## src/rtl/icache_controller.sv

```systemverilog
// icache_controller
//   Control FSM for a direct-mapped instruction cache. Accepts one CPU fetch
//   at a time, looks it up in the registered cache storage, and on a miss
//   refills the whole line from memory word by word before writing it back
//   with a single strobe and answering the CPU from the fill buffer.
//
// Ports
//   clk, reset           : rising-edge clock, synchronous active-high reset
//   cpu_req/cpu_addr     : fetch request and word address
//   cpu_ready            : request accepted this cycle (IDLE only)
//   cpu_valid/cpu_data   : one-cycle response strobe and fetched word
//   cache_read/write     : lookup strobe / line-write strobe to storage
//   cache_addr           : latched request address during LOOKUP and FILL
//   cache_write_block    : fill buffer, word i at [i*WORD_WIDTH +: WORD_WIDTH]
//   cache_hit/read_data  : registered lookup result from storage
//   mem_rd/mem_addr      : memory word read request and address
//   mem_rvalid/mem_rdata : memory response for the current mem_addr
//   hit_count/miss_count : saturating performance counters
module icache_controller #(
  parameter int BLOCK_SIZE = 4,
  parameter int WORD_WIDTH = 32,
  parameter int ADDR_WIDTH = 32,
  parameter int CNT_WIDTH  = 32
) (
  input  logic                             clk,
  input  logic                             reset,
  input  logic                             cpu_req,
  input  logic [ADDR_WIDTH-1:0]            cpu_addr,
  output logic                             cpu_ready,
  output logic                             cpu_valid,
  output logic [WORD_WIDTH-1:0]            cpu_data,
  output logic                             cache_read,
  output logic                             cache_write,
  output logic [ADDR_WIDTH-1:0]            cache_addr,
  output logic [WORD_WIDTH*BLOCK_SIZE-1:0] cache_write_block,
  input  logic                             cache_hit,
  input  logic [WORD_WIDTH-1:0]            cache_read_data,
  output logic                             mem_rd,
  output logic [ADDR_WIDTH-1:0]            mem_addr,
  input  logic                             mem_rvalid,
  input  logic [WORD_WIDTH-1:0]            mem_rdata,
  output logic [CNT_WIDTH-1:0]             hit_count,
  output logic [CNT_WIDTH-1:0]             miss_count
);

  localparam int OFF_W  = $clog2(BLOCK_SIZE);
  localparam int LINE_W = WORD_WIDTH * BLOCK_SIZE;

  typedef enum logic [2:0] {IDLE, LOOKUP, CHECK, REFILL, FILL} state_t;

  state_t                state_q, state_d;
  logic [ADDR_WIDTH-1:0] req_addr_q, req_addr_d;
  logic [OFF_W-1:0]      wcnt_q, wcnt_d;
  logic [LINE_W-1:0]     line_q, line_d;
  logic [CNT_WIDTH-1:0]  hit_count_q, hit_count_d;
  logic [CNT_WIDTH-1:0]  miss_count_q, miss_count_d;

  function automatic logic [CNT_WIDTH-1:0] sat_inc(input logic [CNT_WIDTH-1:0] v);
    return (v == '1) ? v : v + 1'b1;
  endfunction

  // State and datapath registers
  always_ff @(posedge clk) begin
    if (reset) begin
      state_q      <= IDLE;
      req_addr_q   <= '0;
      wcnt_q       <= '0;
      line_q       <= '0;
      hit_count_q  <= '0;
      miss_count_q <= '0;
    end else begin
      state_q      <= state_d;
      req_addr_q   <= req_addr_d;
      wcnt_q       <= wcnt_d;
      line_q       <= line_d;
      hit_count_q  <= hit_count_d;
      miss_count_q <= miss_count_d;
    end
  end

  // Next state and datapath updates
  always_comb begin
    state_d      = state_q;
    req_addr_d   = req_addr_q;
    wcnt_d       = wcnt_q;
    line_d       = line_q;
    hit_count_d  = hit_count_q;
    miss_count_d = miss_count_q;
    case (state_q)
      IDLE: begin
        if (cpu_req) begin
          req_addr_d = cpu_addr;
          state_d    = LOOKUP;
        end
      end
      LOOKUP: state_d = CHECK;
      CHECK: begin
        if (cache_hit) begin
          hit_count_d = sat_inc(hit_count_q);
          state_d     = IDLE;
        end else begin
          miss_count_d = sat_inc(miss_count_q);
          wcnt_d       = '0;
          state_d      = REFILL;
        end
      end
      REFILL: begin
        // Only responses arriving here land in the buffer; wcnt wraps to 0
        // on the last word so it is clean for the next refill.
        if (mem_rvalid) begin
          line_d[wcnt_q*WORD_WIDTH +: WORD_WIDTH] = mem_rdata;
          wcnt_d = wcnt_q + 1'b1;
          if (wcnt_q == OFF_W'(BLOCK_SIZE - 1)) state_d = FILL;
        end
      end
      FILL:    state_d = IDLE;
      default: state_d = IDLE;
    endcase
  end

  // Outputs
  always_comb begin
    cpu_ready         = 1'b0;
    cpu_valid         = 1'b0;
    cpu_data          = '0;
    cache_read        = 1'b0;
    cache_write       = 1'b0;
    cache_addr        = '0;
    mem_rd            = 1'b0;
    mem_addr          = '0;
    cache_write_block = line_q;
    hit_count         = hit_count_q;
    miss_count        = miss_count_q;
    case (state_q)
      IDLE:   cpu_ready = 1'b1;
      LOOKUP: begin
        cache_read = 1'b1;
        cache_addr = req_addr_q;
      end
      CHECK: begin
        if (cache_hit) begin
          cpu_valid = 1'b1;
          cpu_data  = cache_read_data;
        end
      end
      REFILL: begin
        mem_rd   = 1'b1;
        mem_addr = {req_addr_q[ADDR_WIDTH-1:OFF_W], wcnt_q};
      end
      FILL: begin
        cache_write = 1'b1;
        cache_addr  = req_addr_q;
        cpu_valid   = 1'b1;
        cpu_data    = line_q[req_addr_q[OFF_W-1:0]*WORD_WIDTH +: WORD_WIDTH];
      end
      default: ;
    endcase
    // A reset cycle must never hand out a response, a write or a grant, even
    // if it lands while the FSM is still sitting in FILL or CHECK.
    if (reset) begin
      cpu_ready   = 1'b0;
      cpu_valid   = 1'b0;
      cache_read  = 1'b0;
      cache_write = 1'b0;
    end
  end

endmodule

```

## config.mk

```make
export PLATFORM = sky130hd
export DESIGN_NAME = icache_controller
export DESIGN_NICKNAME = d
export VERILOG_FILES = /design/src/rtl/icache_controller.sv
export SDC_FILE = /design/constraint.sdc
export NUM_CORES = 1
export LEC_CHECK = 0
export ABC_AREA = 1
export BUFFER_PORTS_ARGS = -buffer_cell sky130_fd_sc_hd__buf_2
export CORE_MARGIN = 10
export CORE_UTILIZATION = 40
export DETAILED_ROUTE_END_ITERATION = 7
export PLACE_DENSITY = 0.78
export SLEW_MARGIN = 25
export SYNTH_ARGS = -nofsm -noshare
export SYNTH_HDL_FRONTEND = slang
export SYNTH_SLANG_ARGS = --single-unit
```

## constraint.sdc

```tcl
create_clock -name clk -period 2.8 [get_ports clk]
set_input_delay 0.14 -clock clk [delete_from_list [all_inputs] [get_ports clk]]
set_output_delay 0.14 -clock clk [all_outputs]
set_load 0.01 [all_outputs]
```

==> results of run 1 <==
cell type report:
class	instances	area share [%]
diodes	4	0.06370
clock buffers	36	4.834
clock inverters	11	1.242
inverters	157	3.774
multi-input cells	1295	39.81
flip-flops and latches	229	29.18
well taps	390	3.106
repair buffers	483	17.99
state kept, by name, indices dropped and copies added, names as in the netlist:
register and count:
state_q 3, cache_write_block 128, req_addr_q 32, wcnt_q 2
hit_count 32, miss_count 32
worst max-delay path by stage:
stage / from / slack [ns] / to / cells past startpoint
2_1_floorplan: wcnt_q[0] / 0.51 / cache_write_block[64] / 12
3_3_place_gp: hit_count[0] / 0.66 / hit_count[30] / 10
3_5_place_dp: hit_count[0] / 0.54 / hit_count[27] / 10
4_1_cts: req_addr_q[1] / 0.16 / cpu_data[6] / 6
5_1_grt: req_addr_q[1] / 0.01 / cpu_data[10] / 6
6_report: req_addr_q[1] / 0.09 / cpu_data[26] / 6
repair_timing:
item                                    4_1_cts  5_1_grt
endpoints found under the setup margin        0       10
hold endpoints to repair                    142        0
gates resized for setup                       0        2
hold buffers                                 66        0
power groups by stage:
stage	Combinational, mW	Sequential, mW	Clock (mW)
6_report	1.25	3.41	3.81
5_1_grt	1.35	3.42	4.00
4_1_cts	1.21	3.41	3.85
3_5_place_dp	1.13	3.48	0
3_3_place_gp	1.12	3.47	0
2_1_floorplan	0.700	3.48	0
cells in the mapped netlist:
library cell	number	area (um^2)
nor2_2	6	37.54
o21ai_0	121	605.6
nor2_4	5	56.30
nand3_1	91	455.4
o211a_1	4	40.04
nand2_2	8	50.05
o21ai_1	1	5.000
o211ai_1	4	30.03
nand2_4	3	33.78
dfxtp_1	229	4584
a21oi_1	224	1121
buf_1	8	30.03
xnor2_1	12	105.1
clkbuf_1	68	255.2
inv_1	146	548.0
nor2_1	262	983.4
and2_1	2	12.51
or2_2	1	6.260
o21a_1	1	7.510
buf_4	6	45.04
buf_6	8	90.09
nor2_8	1	20.02
clkbuf_2	1	5.000
xor2_1	15	131.4
nand4_1	56	350.3
a31oi_1	1	6.260
nand3b_1	1	7.510
a211oi_1	26	195.2
nor3_1	14	70.07
a32o_1	32	320.3
buf_2	23	115.1
ha_1	8	100.1
clkinv_1	2	7.510
inv_2	9	33.78
nand2_1	396	1486
critical path: stages (launching register included):
cell and delay, ns:
dfxtp_1 0.50, clkinv_1 0.34, buf_12 0.29, a21oi_1 0.13, o21ai_0 0.26, a32o_1 0.33, buf_2 0.14
per-layer routing:
metal	up-vias	part of all wire (%)	global-route usage, %
li1	6729	-	-
met1	6509	40	33.80
met2	748	46	40.44
met3	114	10	5.981
met4	0	3.7	8.855
met5	-	0	0
per-stage QoR:
stage	power [mW]	instance area (um^2)	cells	hold WS, ns
2_1_floorplan	4.176	11950	1795	0.2960
3_3_place_gp	4.594	14080	2488	0.4184
3_5_place_dp	4.607	14080	2488	0.4266
4_1_cts	8.469	15700	2601	0.1164
5_1_grt	8.763	15710	2604	0.1538
6_report	8.472	15710	2605	0.1276
kinds of logic after synthesis:
family / after synthesis / share of synthesized area (%)
AOI/OAI and AO/OA: 414 / 19.50
xor gates and xnor gates: 27 / 1.979
adders and majority gates: 8 / 0.8376
buffers and inverters: 271 / 9.453
DFF: 229 / 38.36
and+or+nand+nor: 846 / 29.87
==> key figures, run 1 <==
Power and ir drop
  – Logic pwr share: between 10% and 20%
  – Cell internal pwr: 6.110 mW
  – Sequential share of power: 40.3%
  – VDD IR-drop max: between 400 and 500 uV
  – PwrDens: ~540 nW/um^2
  – Switching power: 2.363 mW
  – Pleak: 6.754 nW
  – Sw frac: roughly 28%
  – Clock Power Share: 45.0%

Timing
  – Clk_skew: between 0.02 and 0.03 ns
  – Setup TNS: 0 ns
  – Final Slew Violations: 0
  – Setup ws final: ~0.086 ns
  – # setup viols final: 0
  – Final Hold Fails: 0
  – Period utilisation layout: between 90% and 100%
  – Slew @ Worst Pin: about 0.9 ns
  – Minimum clock period: 2.714 ns
  – Worst slew margin: between 30% and 40%
  – RSZ-0062 raised after global routing: false
  – Max Fclk: between 300 and 400 MHz

Routing
  – Final ANT Viol Nets: 0
  – Pre-antenna DRT Iters: 6
  – Vias: 14100
  – # DRC: 0
  – Drt initial violations: about 1300
  – Wire length per cell: ~20 um
  – Total Wirelength: just over 50000 um
  – Via density per instance: between 5 and 6

Critical path
  – Critical path type: flop to primary output
  – CP Max Fanout: 53
  – R2R cell count: 10
  – Startpoint Class: flop
  – Reg2reg end: hit_count[27]
  – FF-to-FF Start: hit_count[0]
  – WP data arrival: about 2.6 ns
  – Critical Path RT: between 2 and 3 ns
  – Crit end category: primary output
  – Flop2flop setup slack: between 0.5 and 0.6 ns

Global route
  – Antenna violations before repair: 3
  – Gr ovfl total: 0
  – Largest net degree at the start of global routing: slightly below 100
  – First-pass GRT wire length: about 76000 um
  – Vias in the first global route: around 13000
  – Global-route usage over all layers: 25.70%

Hold path
  – WHS Path Cells: 5
  – HP Start: mem_rvalid
  – Min-delay worst type: input port to flop
  – Hold Path End: wcnt_q[1]

Job
  – Max Cap Viol: 0

Placement
  – I/O Buffers: slightly below 400
  – Final HPWL DP: ~37000 um
  – Pre-CTS setup slack: roughly 0.54 ns
  – RD Place Congestion: about 0.96

Floorplan
  – Chip height: between 150 and 200 um
  – Die X: roughly 190 um
  – Io pins: just under 400
  – Row count: 63
  – Initial Util: around two fifths
  – Die area: 37190 um^2
  – Core ar.: 29560 um^2

Clock tree
  – Clk pin slew, worst setup/hold paths: about 0.060 ns
  – CTS H-tree lvls: 1
  – CTS Buf Count: 27
  – Total setup buffers inserted after CTS: 0
  – Clk buf depth: 3
  – Latest clock arrival within the worst-skew pair: between 0.5 and 0.6 ns
  – CTS root buf: clkbuf_16
  – TritonCTS clock tree: done
  – Sink Count: approximately 230

Synthesis
  – Post-synthesis sequential area ratio: a little under two fifths
  – Synth Instances: approximately 1800
  – Syn Std Cell Area: 11950 um^2
  – Syn nets: 1904
  – Synthesized area per cell: ~6.7 um^2
  – #FFs+latches synth: roughly 230
  – Synth warnings: 0
  – Yosys cell types: 35

Cells and area
  – Sequential Area: approximately 4600 um^2
  – Final nets: between 2000 and 2500
  – Utilization after layout: a little over half
  – Layout fillers: about 2900
  – Most frequent cells in the layout: 395 x nand2_1, 392 x buf_2, 260 x nor2_1, 228 x dfxtp_1, 224 x a21oi_1
  – Commonest non-fill, non-tap cell in the layout: nand2_1
  – Area delta synth->final: 31.47%
  – Area of the multi-input gates: roughly 6300 um^2
  – Proportion of layout cells with a drive suffix above 1: 22.61%

Outcome
  – Status: complete, no violations
No activity file was read; power rests on OpenSTA's default activity.
==> inputs of run 2 (changes only) <==
- CORE_MARGIN: 10 -> 3
- CTS_CLUSTER_SIZE: unset -> 8
- clock period: 2.8 -> 3.35 ns (I/O delays scaled with it)
==> key figures, run 2 (synthesis gave the netlist of run 1 again) <==
Cells and area
  – Commonest non-fill, non-tap cell in the layout: nand2_1
  – Layout fillers: 2806 (-1.5%)
  – Sequential Area: 4586 um^2 (unchanged)
  – Area delta synth->final: 29.59%
  – Proportion of layout cells with a drive suffix above 1: 22.29% (-0.33 points)
  – Final Cell Area: 15490 um^2 (-1.4%)
  – Number of flip-flops in the largest register: 128 (unchanged)
  – Area of the multi-input gates: 6260 um^2 (about the same)
  – Final nets: 2291 (-0.48%)
  – Most frequent cells in the layout: 395 x nand2_1, 392 x buf_2, 260 x nor2_1, 228 x dfxtp_1, 224 x a21oi_1

Critical path
  – Crit. Startpoint: req_addr_q[1]
  – Critical Path Stages: 6 (unchanged)
  – Crit path max-delay family: buffers and inverters
  – Slowest CP cell: clkinv_1
  – Crit end category: primary output
  – CP Max Fanout: 46 (-13%)
  – Startpoint Class: flop
  – CP Cell Sequence: clkinv_1 -> buf_4 -> a21oi_1 -> o21ai_0 -> a32o_1 -> buf_2
  – CP max stage delay: 0.51 ns (about the same)
  – Flop2flop setup slack: 0.59 ns (+0.07 ns)
  – Critical Path RT: 3.18 ns (+0.52 ns)
  – Reg2reg end: cache_write_block[65]
  – FF-to-FF Start: wcnt_q[1]
  – R2R cell count: 9 (-1)
  – WP data arrival: 2.96 ns (+0.39 ns)
  – Timing endpoint of the critical path: cpu_data[19]
  – CP Buf/Inv Count: 3 (unchanged)
  – Critical path type: flop to primary output

Placement
  – Final HPWL DP: 34200 um (-7.8%)
  – Placed inst area: 14010 um^2 (-0.52%)
  – Pre-CTS setup slack: 0.6086 ns (+0.06939 ns)
  – I/O Buffers: 393 (unchanged)
  – RD Place Congestion: 0.9330 (-3.2%)

Routing
  – Pre-antenna DRT Iters: 5 (-1)
  – Final ANT Viol Nets: 0 (unchanged)
  – Wire length per cell: 18.46 um (-5.0%)
  – # DRC: 0 (unchanged)
  – Drt initial violations: 1357 (+2.6%)
  – Vias: 14050 (-0.35%)
  – Total Wirelength: 47450 um (-6.2%)
  – Via density per instance: 5.467 (+1.0%)

Floorplan
  – Initial Util: 41.08% (+0.65 points)
  – Chip height: 178.9 um (-7.3%)
  – Io pins: 394 (unchanged)
  – Die X: 178.9 um (-7.3%)
  – Core ar.: 29090 um^2 (-1.6%)
  – Die area: 31990 um^2 (-14%)
  – Row count: 62 (-1.6%)

Job
  – Max Cap Viol: 0 (unchanged)

Power and ir drop
  – VDD IR-drop max: 353.7 uV (-23%)
  – Sw frac: 28.43% (+0.54 points)
  – Switching power: 1.983 mW (-16%)
  – Pleak: 6.669 nW (-1.3%)
  – Cell internal pwr: 4.992 mW (-18%)
  – Sequential share of power: 40.9% (+0.6 points)
  – PwrDens: 450.4 nW/um^2 (-16%)
  – Logic pwr share: 14.8% (about the same)
  – Clock Power Share: 44.3% (-0.7 points)

Outcome
  – Status: complete, no violations

Global route
  – Largest net degree at the start of global routing: 99 (unchanged)
  – Global-route usage over all layers: 28.39% (+2.7 points)
  – Antenna violations before repair: 1 (-2)
  – Gr ovfl total: 0 (unchanged)
  – Vias in the first global route: 12860 (-1.9%)
  – First-pass GRT wire length: 72350 um (-4.9%)

Clock tree
  – Sink Count: 229 (unchanged)
  – Clk pin slew, worst setup/hold paths: 0.05 ns (about the same)
  – Post-CTS resize count: 0 (unchanged)
  – Hold_buf cts: 55 (-17%)
  – TritonCTS clock tree: done
  – Clk buf depth: 3 (unchanged)
  – Latest clock arrival within the worst-skew pair: 0.51 ns (-0.05 ns)
  – Total setup buffers inserted after CTS: 0 (unchanged)
  – CTS Buf Count: 34 (+26%)
  – CTS root buf: clkbuf_16
  – CTS H-tree lvls: 2 (+1)

Timing
  – # setup viols final: 0 (unchanged)
  – Slew @ Worst Pin: 1.022 ns (+0.1210 ns)
  – Max Fclk: 320.2 MHz
  – Setup ws final: 0.2270 ns (+0.1408 ns)
  – Period utilisation layout: between 90% and 100%
  – Worst slew margin: 31.87% (-8.0 points)
  – RSZ-0062 raised after global routing: false
  – Clk_skew: 0.01569 ns (-0.01306 ns)
  – Final Slew Violations: 0 (unchanged)
  – Setup TNS: 0 ns (unchanged)
  – Minimum clock period: roughly 3.1 ns
  – Final Hold Fails: 0 (unchanged)

Hold path
  – Min-delay worst type: input port to flop
[run 2: cell count changes in the layout (fill, tap and decap cells not counted), sizes merged]
cell / previous run / this run
inv: 156 / 158
clkinv: 6 / 1
clkbuf: 36 / 37
diode: 4 / 1
clkinvlp: 1 / 0
dlygate4sd3: 66 / 55
bufinv: 5 / 0
buf: 417 / 410
[run 2: area by class of cell]
type / count / share of cell area (%)
diodes: 1 / 0.01616
clock buffers: 37 / 5.768
clock inverters: 2 / 0.1858
inverters: 157 / 3.805
multi-input cells: 1295 / 40.42
flip-flops and latches: 229 / 29.61
well taps: 384 / 3.102
repair buffers: 465 / 17.09
[run 2: power by group through the flow]
| stage | Clock (mW) | Combinational (mW) | Sequential (mW) |
|---|---|---|---|
| finish | 3.09 | 1.03 | 2.86 |
| global route | 3.24 | 1.11 | 2.86 |
| CTS | 3.12 | 0.997 | 2.85 |
| detailed placement | 0 | 0.942 | 2.91 |
| global placement | 0 | 0.933 | 2.91 |
| floorplan | 0 | 0.585 | 2.91 |
[run 2: worst min path at each step]
stage | start | depth (start not counted) | to | slack [ns]
6_report | mem_rdata[9] | 3 | cache_write_block[9] | 0.03
2_1_floorplan | mem_rdata[19] | 2 | cache_write_block[19] | 0.32
5_1_grt | mem_rdata[5] | 3 | cache_write_block[101] | 0.02
4_1_cts | mem_rdata[9] | 3 | cache_write_block[9] | 0.004
3_3_place_gp | cpu_addr[3] | 3 | req_addr_q[3] | 0.44
3_5_place_dp | cpu_addr[21] | 3 | req_addr_q[21] | 0.46
[run 2: through the flow]
step | util (%) | hold WS [ns] | instances | power [mW]
after floorplan | - | 0.3235 | 1795 | 3.490
after global placement | 48.15 | 0.4449 | 2475 | 3.839
after detailed placement | 48.15 | 0.4556 | 2475 | 3.851
after CTS | 53.21 | 0.003818 | 2569 | 6.975
after global routing | 53.24 | 0.01610 | 2570 | 7.205
final | 53.24 | 0.03050 | 2570 | 6.975
[run 2: tightest hold or removal path: cells and delay by family]
family	cells	cell delay, ns
buffers and inverters	1	0.16
AOI/OAI and AO/OA	1	0.06
and+or+nand+nor	1	0.10
[run 2: routing by layer]
| metal | part of all wire (%) | vias to the layer above | GRT usage [%] |
|---|---|---|---|
| met5 | 0 | - | 0 |
| met1 | 41 | 6514 | 39.24 |
| met2 | 46 | 757 | 45.14 |
| li1 | - | 6680 | - |
| met4 | 3.0 | 0 | 8.961 |
| met3 | 9.8 | 99 | 4.871 |
==> inputs of run 3 (changes only) <==
- CORE_UTILIZATION: 40 -> 41
- GPL_ROUTABILITY_DRIVEN: unset -> 1
- PLACE_DENSITY: 0.78 -> 0.79
==> key figures, run 3 (synthesis gave the netlist of run 1 again) <==
Global route
  – Antenna violations before repair: 2 (+1)
  – First-pass GRT wire length: 74530 um (+3.0%)
  – Largest net degree at the start of global routing: 102 (+3.0%)
  – Gr ovfl total: 0 (unchanged)
  – Global-route usage over all layers: 30.01% (+1.6 points)
  – Vias in the first global route: 12910 (+0.37%)

Critical path
  – Critical Path Stages: 6 (unchanged)
  – CP Buf/Inv Count: 3 (unchanged)
  – Crit path max-delay family: buffers and inverters
  – Crit. Startpoint: req_addr_q[1]
  – Critical Path RT: 3.18 ns (about the same)
  – R2R cell count: 10 (+1)
  – WP data arrival: 3.00 ns (+0.04 ns)
  – Reg2reg end: cache_write_block[69]
  – CP Cell Sequence: clkinv_1 -> buf_4 -> a21oi_1 -> o21ai_0 -> a32o_1 -> buf_2
  – Crit end category: primary output
  – Slowest CP cell: clkinv_1
  – Critical path type: flop to primary output
  – CP max stage delay: 0.57 ns (+0.06 ns)
  – Startpoint Class: flop
  – Timing endpoint of the critical path: cpu_data[14]
  – Flop2flop setup slack: 0.58 ns (about the same)
  – CP Max Fanout: 24 (-48%)
  – FF-to-FF Start: wcnt_q[0]

Timing
  – Clk_skew: 0.01930 ns (+0.003611 ns)
  – Setup TNS: 0 ns (unchanged)
  – # setup viols final: 0 (unchanged)
  – Max Fclk: 316.1 MHz (-1.3%)
  – RSZ-0062 raised after global routing: false
  – Worst slew margin: 33.61% (+1.7 points)
  – Slew @ Worst Pin: 0.9959 ns (-0.02614 ns)
  – Minimum clock period: 3.164 ns (+0.04065 ns)
  – Final Slew Violations: 0 (unchanged)
  – Final Hold Fails: 0 (unchanged)
  – Period utilisation layout: 94.44% (+1.2 points)

Cells and area
  – Final nets: 2288 (-0.13%)
  – Number of flip-flops in the largest register: 128 (unchanged)
  – Proportion of layout cells with a drive suffix above 1: 22.20% (-0.086 points)
  – Area delta synth->final: 29.19%
  – Area of the multi-input gates: 6267 um^2 (+0.12%)
  – Commonest non-fill, non-tap cell in the layout: nand2_1
  – Most frequent cells in the layout: 395 x nand2_1, 392 x buf_2, 260 x nor2_1, 228 x dfxtp_1, 224 x a21oi_1
  – Sequential Area: 4586 um^2 (unchanged)
  – Utilization after layout: 54.67% (+1.4 points)
  – Final Non-Filler Cells: 2560 (-0.39%)
  – Layout fillers: 2753 (-1.9%)

Placement
  – I/O Buffers: 393 (unchanged)
  – Placed instance count: 2467 (-0.32%)
  – Final HPWL DP: 35320 um (+3.3%)
  – RD Place Congestion: 0.9973 (+6.9%)

Routing
  – Total Wirelength: 49450 um (+4.2%)
  – Pre-antenna DRT Iters: 5 (unchanged)
  – Final ANT Viol Nets: 0 (unchanged)
  – Drt initial violations: 1317 (-2.9%)
  – Via density per instance: 5.503 (+0.66%)
  – Wire length per cell: 19.32 um (+4.6%)
  – Vias: 14090 (+0.27%)
  – # DRC: 0 (unchanged)

Clock tree
  – Latest clock arrival within the worst-skew pair: 0.51 ns (about the same)
  – Clk buf depth: 3 (unchanged)
  – TritonCTS clock tree: done
  – CTS Buf Count: 34 (unchanged)
  – Clk pin slew, worst setup/hold paths: 0.05 ns (about the same)
  – CTS root buf: clkbuf_16
  – Post-CTS resize count: 0 (unchanged)
  – Sink Count: 229 (unchanged)
  – CTS H-tree lvls: 2 (unchanged)
  – Total setup buffers inserted after CTS: 0 (unchanged)

Floorplan
  – Core ar.: 28240 um^2 (-2.9%)
  – Io pins: 394 (unchanged)
  – Row count: 61 (-1.6%)
  – Die area: 31240 um^2 (-2.4%)
  – Chip height: 176.7 um (-1.2%)
  – Die X: 176.7 um (-1.2%)
  – Initial Util: 42.32% (+1.2 points)

Job
  – Max Cap Viol: 0 (unchanged)

Power and ir drop
  – Pleak: 6.641 nW (-0.41%)
  – Total Power: 6.897 mW (-1.1%)
  – VDD IR-drop max: 401.7 uV (+14%)
  – PwrDens: 446.7 nW/um^2 (-0.82%)

Outcome
  – Status: complete, no violations

Hold path
  – Min-delay worst type: input port to flop
## run 3: layer usage
| metal | global-route usage [%] | wire [um] |
|---|---|---|
| met1 | 39.68 | 20110 |
| met2 | 46.72 | 22090 |
| met3 | 7.915 | 5142 |
| met4 | 12.05 | 2101 |
| met5 | 0 | 0 |
## run 3: worst reg2reg max path, cell delays in order (launching register included)
cell	delay, ns
dfxtp_1	0.30
buf_4	0.21
inv_1	0.06
buf_4	0.21
ha_1	0.33
inv_2	0.20
nor2_2	0.40
nand2_2	0.21
inv_2	0.38
a21oi_1	0.14
a211oi_1	0.21
## run 3: cell type report
cell class / count / share of cell area, %
antenna: 2 / 0.03241
timing repair buffer: 462 / 17.01
inverter: 157 / 3.825
sequential: 229 / 29.70
clock inverter: 3 / 0.2674
clock buffer: 34 / 5.511
tap: 378 / 3.063
multi-input combinational: 1295 / 40.59
## run 3: timing repair
action	CTS	global route
hold buffers	54	0
endpoints found under the setup margin	0	0
hold endpoints to repair	66	0
## run 3: power by group
| group | switching [mW] | internal (mW) | leakage, nW |
|---|---|---|---|
| sequential | 0.0429 | 2.81 | 1.85 |
| combinational | 0.733 | 0.306 | 4.35 |
| clock | 1.20 | 1.80 | 0.440 |
| total | 1.98 | 4.92 | 6.64 |
## run 3: worst min path at each step
stage / startpoint / to / slack, ns / cells past startpoint
3_5_place_dp: cpu_addr[27] / req_addr_q[27] / 0.45 / 3
4_1_cts: mem_rdata[6] / cache_write_block[38] / 0.002 / 3
3_3_place_gp: cpu_addr[18] / req_addr_q[18] / 0.44 / 3
2_1_floorplan: mem_rdata[19] / cache_write_block[19] / 0.32 / 2
5_1_grt: mem_rdata[18] / cache_write_block[18] / 0.02 / 3
6_report: mem_rdata[14] / cache_write_block[78] / 0.02 / 3
## run 3: metrics by stage
| stage | instance area (um^2) | setup slack, ns | hold WS, ns |
|---|---|---|---|
| 2_1_floorplan | 11950 | 1.060 | 0.3235 |
| 3_3_place_gp | 13980 | 0.7619 | 0.4414 |
| 3_5_place_dp | 13980 | 0.6297 | 0.4515 |
| 4_1_cts | 15420 | 0.2373 | 0.002179 |
| 5_1_grt | 15440 | 0.09393 | 0.01790 |
| 6_report | 15440 | 0.1864 | 0.02106 |
